**config.mk**
```make
export PLATFORM = sky130hd
export DESIGN_NAME = ceyloniac_ram_master
export DESIGN_NICKNAME = d
export VERILOG_FILES = /design/src/rtl/ceyloniac_mem_pkg.sv /design/src/rtl/ceyloniac_rsp_fifo2.sv /design/src/rtl/ceyloniac_ram_master.sv
export SDC_FILE = /design/constraint.sdc
export NUM_CORES = 1
export LEC_CHECK = 0
export CAP_MARGIN = 20
export CORE_MARGIN = 4
export CORE_UTILIZATION = 40
export CTS_CLUSTER_DIAMETER = 200
export CTS_CLUSTER_SIZE = 10
export DETAILED_ROUTE_END_ITERATION = 10
export PLACE_DENSITY_LB_ADDON = 0.08
export SYNTH_ARGS = -nofsm -noshare
export SYNTH_HDL_FRONTEND = slang
export SYNTH_SLANG_ARGS = --single-unit
```
**constraint.sdc**
```tcl
create_clock -name clk -period 6.01 [get_ports clk]
set_input_delay 1.202 -clock clk [delete_from_list [all_inputs] [get_ports clk]]
set_output_delay 1.202 -clock clk [all_outputs]
set_load 0.02 [all_outputs]
```
**src/rtl/ceyloniac_mem_pkg.sv**
```systemverilog
// Shared types and defaults for the ceyloniac sync-RAM initiator.
// FSM encoding, default widths, response buffer depth, burst-length helper.
package ceyloniac_mem_pkg;

  typedef enum logic [1:0] {
    ST_IDLE  = 2'd0,
    ST_WRITE = 2'd1,
    ST_READ  = 2'd2
  } state_t;

  localparam int DEF_ADDR_WIDTH = 16;
  localparam int DEF_DATA_WIDTH = 32;
  localparam int DEF_LEN_WIDTH  = 8;
  localparam int RSP_DEPTH      = 2;

  // cmd_len encodes beats minus one
  function automatic int len_to_beats(input int len);
    return len + 1;
  endfunction

endpackage

```
**src/rtl/ceyloniac_rsp_fifo2.sv**
```systemverilog
// Purpose: 2-entry response buffer carrying {last, data} with occupancy count.
// Latency: push visible at head the cycle after the push edge.
// Backpressure: push when full is dropped and pop when empty is ignored; the caller prevents both.
module ceyloniac_rsp_fifo2 #(
  parameter int WIDTH = 33
) (
  input  logic             clk,
  input  logic             reset,
  input  logic             push,
  input  logic [WIDTH-1:0] push_data,
  input  logic             pop,
  output logic [WIDTH-1:0] head_data,
  output logic [1:0]       count
);

  logic [WIDTH-1:0] mem [2];
  logic             wr_ptr;
  logic             rd_ptr;
  logic             push_ok;
  logic             pop_ok;

  assign pop_ok    = pop && (count != 2'd0);
  assign push_ok   = push && ((count != 2'd2) || pop_ok);
  assign head_data = mem[rd_ptr];

  always_ff @(posedge clk) begin
    if (reset) begin
      wr_ptr <= 1'b0;
      rd_ptr <= 1'b0;
      count  <= 2'd0;
    end else begin
      if (push_ok) begin
        mem[wr_ptr] <= push_data;
        wr_ptr      <= ~wr_ptr;
      end
      if (pop_ok) begin
        rd_ptr <= ~rd_ptr;
      end
      count <= count + 2'(push_ok) - 2'(pop_ok);
    end
  end

endmodule

```
**src/rtl/ceyloniac_ram_master.sv**
```systemverilog
// Purpose: turns write/read burst commands into sync-RAM strobe cycles and buffers read beats.
// Latency: write beat hits the RAM in its accept cycle; first read beat is valid 2 edges after command accept.
// Backpressure: wdata stalls by withholding wdata_valid; reads stop issuing while buffer + in-flight would exceed 2.
module ceyloniac_ram_master
  import ceyloniac_mem_pkg::*;
#(
  parameter int ADDR_WIDTH = DEF_ADDR_WIDTH,
  parameter int DATA_WIDTH = DEF_DATA_WIDTH,
  parameter int LEN_WIDTH  = DEF_LEN_WIDTH
) (
  input  logic                  clk,
  input  logic                  reset,
  input  logic                  cmd_valid,
  output logic                  cmd_ready,
  input  logic                  cmd_write,
  input  logic [ADDR_WIDTH-1:0] cmd_addr,
  input  logic [LEN_WIDTH-1:0]  cmd_len,
  input  logic                  wdata_valid,
  output logic                  wdata_ready,
  input  logic [DATA_WIDTH-1:0] wdata,
  output logic                  rsp_valid,
  input  logic                  rsp_ready,
  output logic [DATA_WIDTH-1:0] rsp_data,
  output logic                  rsp_last,
  output logic                  busy,
  output logic                  ram_enable,
  output logic                  ram_write_enable,
  output logic                  ram_read_enable,
  output logic [ADDR_WIDTH-1:0] ram_addr,
  output logic [DATA_WIDTH-1:0] ram_write_data,
  input  logic [DATA_WIDTH-1:0] ram_read_data
);

  state_t                state;
  logic [ADDR_WIDTH-1:0] addr_cnt;
  logic [LEN_WIDTH-1:0]  beat_cnt;
  logic [LEN_WIDTH-1:0]  len_q;
  logic                  inflight;
  logic                  inflight_last;
  logic [1:0]            buf_count;
  logic [DATA_WIDTH:0]   head;
  logic                  wr_fire;
  logic                  rd_issue;
  logic                  pop;
  logic                  last_beat;
  logic [2:0]            occ_next;

  assign last_beat = (beat_cnt == len_q);
  assign pop       = rsp_valid && rsp_ready;
  // Counting this cycle's pop keeps reads streaming at one beat per cycle
  assign occ_next  = 3'(buf_count) + 3'(inflight) - 3'(pop);

  assign cmd_ready   = !reset && (state == ST_IDLE);
  assign wdata_ready = !reset && (state == ST_WRITE);
  assign wr_fire     = wdata_ready && wdata_valid;
  assign rd_issue    = !reset && (state == ST_READ) && (occ_next < 3'(RSP_DEPTH));

  assign ram_enable       = wr_fire || rd_issue;
  assign ram_write_enable = wr_fire;
  assign ram_read_enable  = rd_issue;
  assign ram_addr         = ram_enable ? addr_cnt : '0;
  assign ram_write_data   = wr_fire ? wdata : '0;

  assign rsp_valid = !reset && (buf_count != 2'd0);
  assign rsp_data  = rsp_valid ? head[DATA_WIDTH-1:0] : '0;
  assign rsp_last  = rsp_valid && head[DATA_WIDTH];
  assign busy      = !reset && ((state != ST_IDLE) || (buf_count != 2'd0) || inflight);

  always_ff @(posedge clk) begin
    if (reset) begin
      state         <= ST_IDLE;
      addr_cnt      <= '0;
      beat_cnt      <= '0;
      len_q         <= '0;
      inflight      <= 1'b0;
      inflight_last <= 1'b0;
    end else begin
      inflight      <= rd_issue;
      inflight_last <= rd_issue && last_beat;
      case (state)
        ST_IDLE: begin
          if (cmd_valid) begin
            addr_cnt <= cmd_addr;
            len_q    <= cmd_len;
            beat_cnt <= '0;
            state    <= cmd_write ? ST_WRITE : ST_READ;
          end
        end
        ST_WRITE, ST_READ: begin
          if (wr_fire || rd_issue) begin
            addr_cnt <= addr_cnt + ADDR_WIDTH'(1);
            beat_cnt <= beat_cnt + LEN_WIDTH'(1);
            if (last_beat) begin
              state <= ST_IDLE;
            end
          end
        end
        default: state <= ST_IDLE;
      endcase
    end
  end

  ceyloniac_rsp_fifo2 #(
    .WIDTH(DATA_WIDTH + 1)
  ) u_rsp_fifo (
    .clk       (clk),
    .reset     (reset),
    .push      (inflight),
    .push_data ({inflight_last, ram_read_data}),
    .pop       (pop),
    .head_data (head),
    .count     (buf_count)
  );

endmodule

```
# Word level (Yosys, flattened, before mapping)
# Memory sizes are Yosys's and may differ from the RTL's. A register that Yosys moved wholly into a read port is not among the register bits.
# Cells that the tools add are included.
# totals
word_cells,70
regBits,40
inputBits,94
ramBits,66
output_inout_bits,88
mem_count,1
# op_classes
mux,19
addsub,6
order_cmp,1
n_reduce_logical,25
eq_ne,7
n_bitwise,2
# memory_table
memory,depth,word_bits,read_ports,rd_clocked_by_memory_dff,wr,line,rtl
u_rsp_fifo.mem,2,33,1,1,1,ceyloniac_rsp_fifo2.sv:16,logic [WIDTH-1:0] mem [2];
# ops
operator,count
32-bit 2-to-1 mux,2
16-bit 2-to-1 mux,3
16-bit case mux with 2 select lines,1
16-bit by 1-bit adder with 16-bit output (second input constant),1
8-bit 2-to-1 mux,2
8-bit case mux with 2 select lines,1
1-bit logical AND,12
8-bit by 1-bit adder with 8-bit output (second input constant),1
8-bit == test,1
2-bit 2-to-1 mux,4
2-bit inequality test (second input constant),4
3-bit AND reduction,2
2-bit nonzero test,3
1-bit 2-to-1 mux,5
1-bit logical OR,4
2-bit case mux with 2 select lines,1
2-bit by 1-bit adder with 3-bit output,1
3-bit by 2-bit less-than comparator with 1-bit output (second input constant),1
3-bit by 1-bit subtractor with 3-bit output,1
2-bit by 1-bit adder with 2-bit output,1
2-bit by 1-bit == test with 1-bit output (second input constant),1
2-bit == test (second input constant),1
2-bit logical NOT,1
1-bit NOT,2
4 further kinds,4

# Depth between registers and ports, before layout
# logic_depth
depth_word,9
depth_mapped,15
ltp_nobuf,11

# Cells and area by module
# Synthesis repeated with hierarchy kept, for this count alone.
# hier_totals
cells_unflattened,476
area_unflattened_um2,5275.1
# by_module_without_submodules
mod,seq_area_each_um2,cells_per_inst,n_inst,area_per_inst_um2
ceyloniac_ram_master,720.7,350,1,2665.1
ceyloniac_rsp_fifo2,2082.0,126,1,2610.0

# Worst setup path before layout
# Ideal clock, no wire load.
# synth_path
path_kind,input to output
startpoint,input reset
endpoint,output ram_addr[10]
arrival_ns,4.081
setup_slack_ns,0.727
path_buffers,4
required_ns,4.808
stages,12
cell_sequence,buf_6 > or2_2 > clkbuf_1 > clkbuf_1 > nor2_1 > ha_1 > nand2b_1 > fa_1 > xor2_2 > o21ai_0 > clkbuf_1 > and2_1
# synth_between
elab_chain_cells,8
elab_cells_between_ends,11
classes_between,add/sub: 1; order compare: 1; mux: 1; reduce/logical: 8
# synth_rtl
item,line,rtl
start: declaration,ceyloniac_ram_master.sv:12,"input logic reset,"
1-bit logical NOT *,"ceyloniac_ram_master.sv:54, ceyloniac_ram_master.sv:56, ceyloniac_ram_master.sv:64",
1-bit logical AND,ceyloniac_ram_master.sv:64,assign rsp_valid = !reset && (buf_count != 2'd0);
1-bit logical AND,ceyloniac_ram_master.sv:49,assign pop = rsp_valid && rsp_ready;
3-bit by 1-bit subtractor with 3-bit output,ceyloniac_ram_master.sv:51,assign occ_next = 3'(buf_count) + 3'(inflight) - 3'(pop);
3-bit by 2-bit less-than comparator with 1-bit output,ceyloniac_ram_master.sv:56,assign rd_issue = !reset && (state == ST_READ) && (occ_next < 3'(RSP_DEPTH));
1-bit logical AND,ceyloniac_ram_master.sv:56,
1-bit logical OR *,ceyloniac_ram_master.sv:58,assign ram_enable = wr_fire || rd_issue;
named net ram_enable,ceyloniac_ram_master.sv:26,"output logic ram_enable,"
16-bit 2-to-1 mux *,ceyloniac_ram_master.sv:61,assign ram_addr = ram_enable ? addr_cnt : '0;
end: declaration,ceyloniac_ram_master.sv:29,"output logic [ADDR_WIDTH-1:0] ram_addr,"
# The timed path passes the listed nets; every way through them passes the cells marked *.

# Worst setup path in the final report
# layout_path
startpoint,input reset
endpoint,output ram_addr[9]
# layout_between
elab_chain_cells,8
elab_cells_between_ends,11
classes_between,add/sub: 1; order compare: 1; mux: 1; reduce/logical: 8
# layout_rtl
item,line
1-bit logical NOT *,"ceyloniac_ram_master.sv:54, ceyloniac_ram_master.sv:56, ceyloniac_ram_master.sv:64"
1-bit logical AND,ceyloniac_ram_master.sv:64
1-bit logical AND,ceyloniac_ram_master.sv:49
3-bit by 1-bit subtractor with 3-bit output,ceyloniac_ram_master.sv:51
3-bit by 2-bit less-than comparator with 1-bit output,ceyloniac_ram_master.sv:56
1-bit logical AND,ceyloniac_ram_master.sv:56
1-bit logical OR *,ceyloniac_ram_master.sv:58
16-bit 2-to-1 mux *,ceyloniac_ram_master.sv:61
# Mark *: on every way between the ends. The rest lies on a longest branch, timed or not.

==> results.txt <==
In the routed layout, each cell is associated on average with a via count of 4.95. After the flow finishes, the layout carries non-filler instances totaling 832. The count of endpoints failing setup in the final report was 0. The flip-flop cell with the highest count after synthesis was sky130_fd_sc_hd__edfxtp_1. The wire-length estimate of the detail-placed layout is 9280 µm.

The total clock buffers created by CTS came out at 9. Routability-driven placement finished with a final weighted congestion of 0.797. The worst setup path is launched from an input pin. The synthesized netlist cell count was 488; the post-CTS clock slew at the launch and capture registers of the worst setup and hold paths was 70 ps. Counting tap cells, the placed design contains a total of 816 instances. The final total power was 0.00232 W; the number of buffers added on ports was 181. The run gives 58.6% as the utilization after layout. The critical path is of the in2out type. Setup repair after global routing left no endpoint under its margin. The H-tree was split into 3 levels.

The number of synthesized flops with an enable pin is 66, and the count of state elements after synthesis is 107. At the worst endpoint, the required time is 4810 ps. The critical path arrival is 4260 ps, and the number of global-route vias before repair is 4131. In the finished design, the share of the clock period the worst path needs comes to 90.8%. In this run the post-CTS setup repair buffer count came out at 0. The transition time at the pin with the least slew margin was 1050 ps.

The run gives 13200 µm as the wire length after detailed routing. The logs give 0 for the number of failing hold endpoints at the final stage and 30.2% for the worst slew margin relative to its limit. The height of the die came out at 122 µm. The wire length per cell after detailed routing was 15.9 µm; the starting utilization of the core area was 40.9%. The tools report the number of detailed-route iterations in the first pass as 6.

Worst-case vdd ir drop: 0.170 mV. The floorplan step defined a die boundary enclosing 14800 µm². The tools report the initial antenna violation count as 0.

For this run, the post-layout net count is 758. The count of max-cap constraint violations is 0. The initialized floorplan defines 41 standard-cell rows. Counting flops with an async set or reset pin after synthesis yields a share of 0%. The total number of clock tree sinks is 107, and the hold buffer count at CTS is 0. The largest net degree at the start of global routing is 46. For the finished layout, the period the worst path requires is 5460 ps. The worst setup path is captured at an output port. The longest clock path from root to sink contains 2 buffers. The tools report the I/O pin total as 182. Cells with a size suffix above 1 make up 5.30% of the layout.

The die is 122 µm wide. Timing would allow up to 183 MHz. Fill cells in the final layout number 1081. Area overhead of the layout relative to synthesis: 43.3%. The routed layout has 4119 vias. The flow ran to the end, and the final reports show no timing, DRC or antenna violations. In this run the cell area of the synthesized design comes to 5160 µm². The setup TNS was 0 ps; the all-layer global routing usage was 17.5%.

The source-to-sink clock delay at the later pin of the worst-skew pair is 340 ps, and the power per cell area is 313 nW/µm². The average instance area after synthesis came out at 10.6 µm². The critical-path maximum fanout is 23, and the number of inserted diodes is 0.

In this run the remaining antenna-violating nets after routing total 0. The global-route wire length before repair is 20700 µm, and the aggregate global routing overflow is 0. The post-synthesis cell type count was 53. The leakage power total was 2.69 nW. During synthesis, Yosys emitted a total of 0 warnings.

The sequential fraction of the synthesis area was 54.3%. The violation count after the first detailed-route iteration was 197. For the number of remaining DRC errors, the log shows 0.

For the number of pins exceeding their max-slew limit in the final report, the log shows 0. TritonCTS built the clock tree. Counting every net in the synthesized netlist gives 591. After floorplanning, the core was sized to cover 12600 µm². The root buffer cell chosen for the clock tree is sky130_fd_sc_hd__clkbuf_16. The maximum clock skew at final layout came out at 5.39 ps. The path class of the tightest hold or removal check is reg2reg. After layout, the worst setup slack is 551 ps. The logs give 549 ps for the worst setup slack after placement and 0 for the total of cells resized after clock tree synthesis.
[synth_stat cells, types with 4 or more instances]
master / number / share of area (%)
sky130_fd_sc_hd__a21oi_1: 28 / 2.7
sky130_fd_sc_hd__a31oi_1: 4 / 0.48
sky130_fd_sc_hd__and2_1: 19 / 2.3
sky130_fd_sc_hd__and3_1: 38 / 4.6
sky130_fd_sc_hd__clkbuf_1: 21 / 1.5
sky130_fd_sc_hd__dfxtp_1: 41 / 16
sky130_fd_sc_hd__edfxtp_1: 66 / 38
sky130_fd_sc_hd__ha_1: 8 / 1.9
sky130_fd_sc_hd__inv_1: 12 / 0.87
sky130_fd_sc_hd__mux2i_1: 36 / 7.0
sky130_fd_sc_hd__nand2_1: 32 / 2.3
sky130_fd_sc_hd__nand2b_1: 8 / 0.97
sky130_fd_sc_hd__nand3_1: 7 / 0.68
sky130_fd_sc_hd__nand4_1: 6 / 0.73
sky130_fd_sc_hd__nor2_1: 63 / 4.6
sky130_fd_sc_hd__nor2b_1: 9 / 1.1
sky130_fd_sc_hd__nor3_1: 5 / 0.48
sky130_fd_sc_hd__nor4_1: 5 / 0.61
sky130_fd_sc_hd__o21ai_0: 15 / 1.5
sky130_fd_sc_hd__xor2_1: 16 / 2.7
[layer usage]
metal  global-route usage (%)  share of wire, %  up-vias
met5                        0                 0        -
met4                     4.20              0.90        0
met2                     29.6                51      106
met3                     4.50               5.1       10
li1                         -                 -     2058
met1                     22.5                43     1945
[layout by cell type, fill, tap and decap left out, drive strengths merged, types with 17 or more instances in the layout]
| cell type | n |
|---|---|
| and3 | 38 |
| a21oi | 28 |
| mux2i | 36 |
| xor2 | 17 |
| and2 | 20 |
| edfxtp | 66 |
| nor2 | 63 |
| nand2 | 32 |
| dfxtp | 41 |
| clkdlybuf4s50 | 181 |
[path summary, 6_finish.rpt]
kind                                 to                start  cells past startpoint  slack [ps]
setup / recovery            ram_addr[9]                reset                     11         550
hold / removal    u_rsp_fifo.mem[0][32]        inflight_last                      0         440
setup reg to reg           addr_cnt[12]  u_rsp_fifo.count[1]                     11        2680
hold reg to reg   u_rsp_fifo.mem[0][32]        inflight_last                      0         440
[worst max-delay path, stage by stage]
cell and delay (ps):
sky130_fd_sc_hd__clkdlybuf4s50_1 410, sky130_fd_sc_hd__or2_2 310, sky130_fd_sc_hd__nor2_1 100, sky130_fd_sc_hd__ha_1 220, sky130_fd_sc_hd__nand2b_1 160, sky130_fd_sc_hd__fa_1 420
sky130_fd_sc_hd__xor2_2 230, sky130_fd_sc_hd__o21ai_1 170, sky130_fd_sc_hd__buf_4 260, sky130_fd_sc_hd__and2_1 170, sky130_fd_sc_hd__clkdlybuf4s50_1 610
[power by group]
part	total [W]	leakage [nW]	switching, W	internal, W
logic	0.000777	1.61	0.000442	0.000335
registers	0.000952	0.932	0.0000911	0.000861
clock network	0.000589	0.140	0.000264	0.000325
[registers in the layout, indices dropped and copies added, names as in the netlist, named ones only]
signal and cells:
u_rsp_fifo.mem 66, u_rsp_fifo.wr_ptr 1, inflight 1, len_q 8, u_rsp_fifo.rd_ptr 1, state 2, addr_cnt 16, u_rsp_fifo.count 2
beat_cnt 8, inflight_last 1
[logic make-up after synthesis]
kind of cell / count (synthesis) / synth area share (%)
DFF: 107 / 54.3
AOI/OAI and AO/OA: 63 / 7.61
muxes: 37 / 7.20
xor gates and xnor gates: 20 / 3.54
adders and majority gates: 9 / 2.33
and+or+nand+nor: 209 / 21.3
buffers and inverters: 43 / 3.73
[layout make-up]
class	instances	area, µm²	share of cell area, %
flip-flops and latches	107	2800	37.9
clock inverters	7	75.1	1.01
clock buffers	9	225	3.04
multi-input cells	338	2180	29.4
inverters	12	45.0	0.609
well taps	172	215	2.91
repair buffers	187	1860	25.1
[through the flow]
step / cell area, µm² / hold WS [ps]
global route: 7400 / 474
global placement: 7100 / 407
finish: 7400 / 443
floorplan: 5160 / 404
detailed placement: 7100 / 429
CTS: 7400 / 449
(Power assumes the default switching activity.)
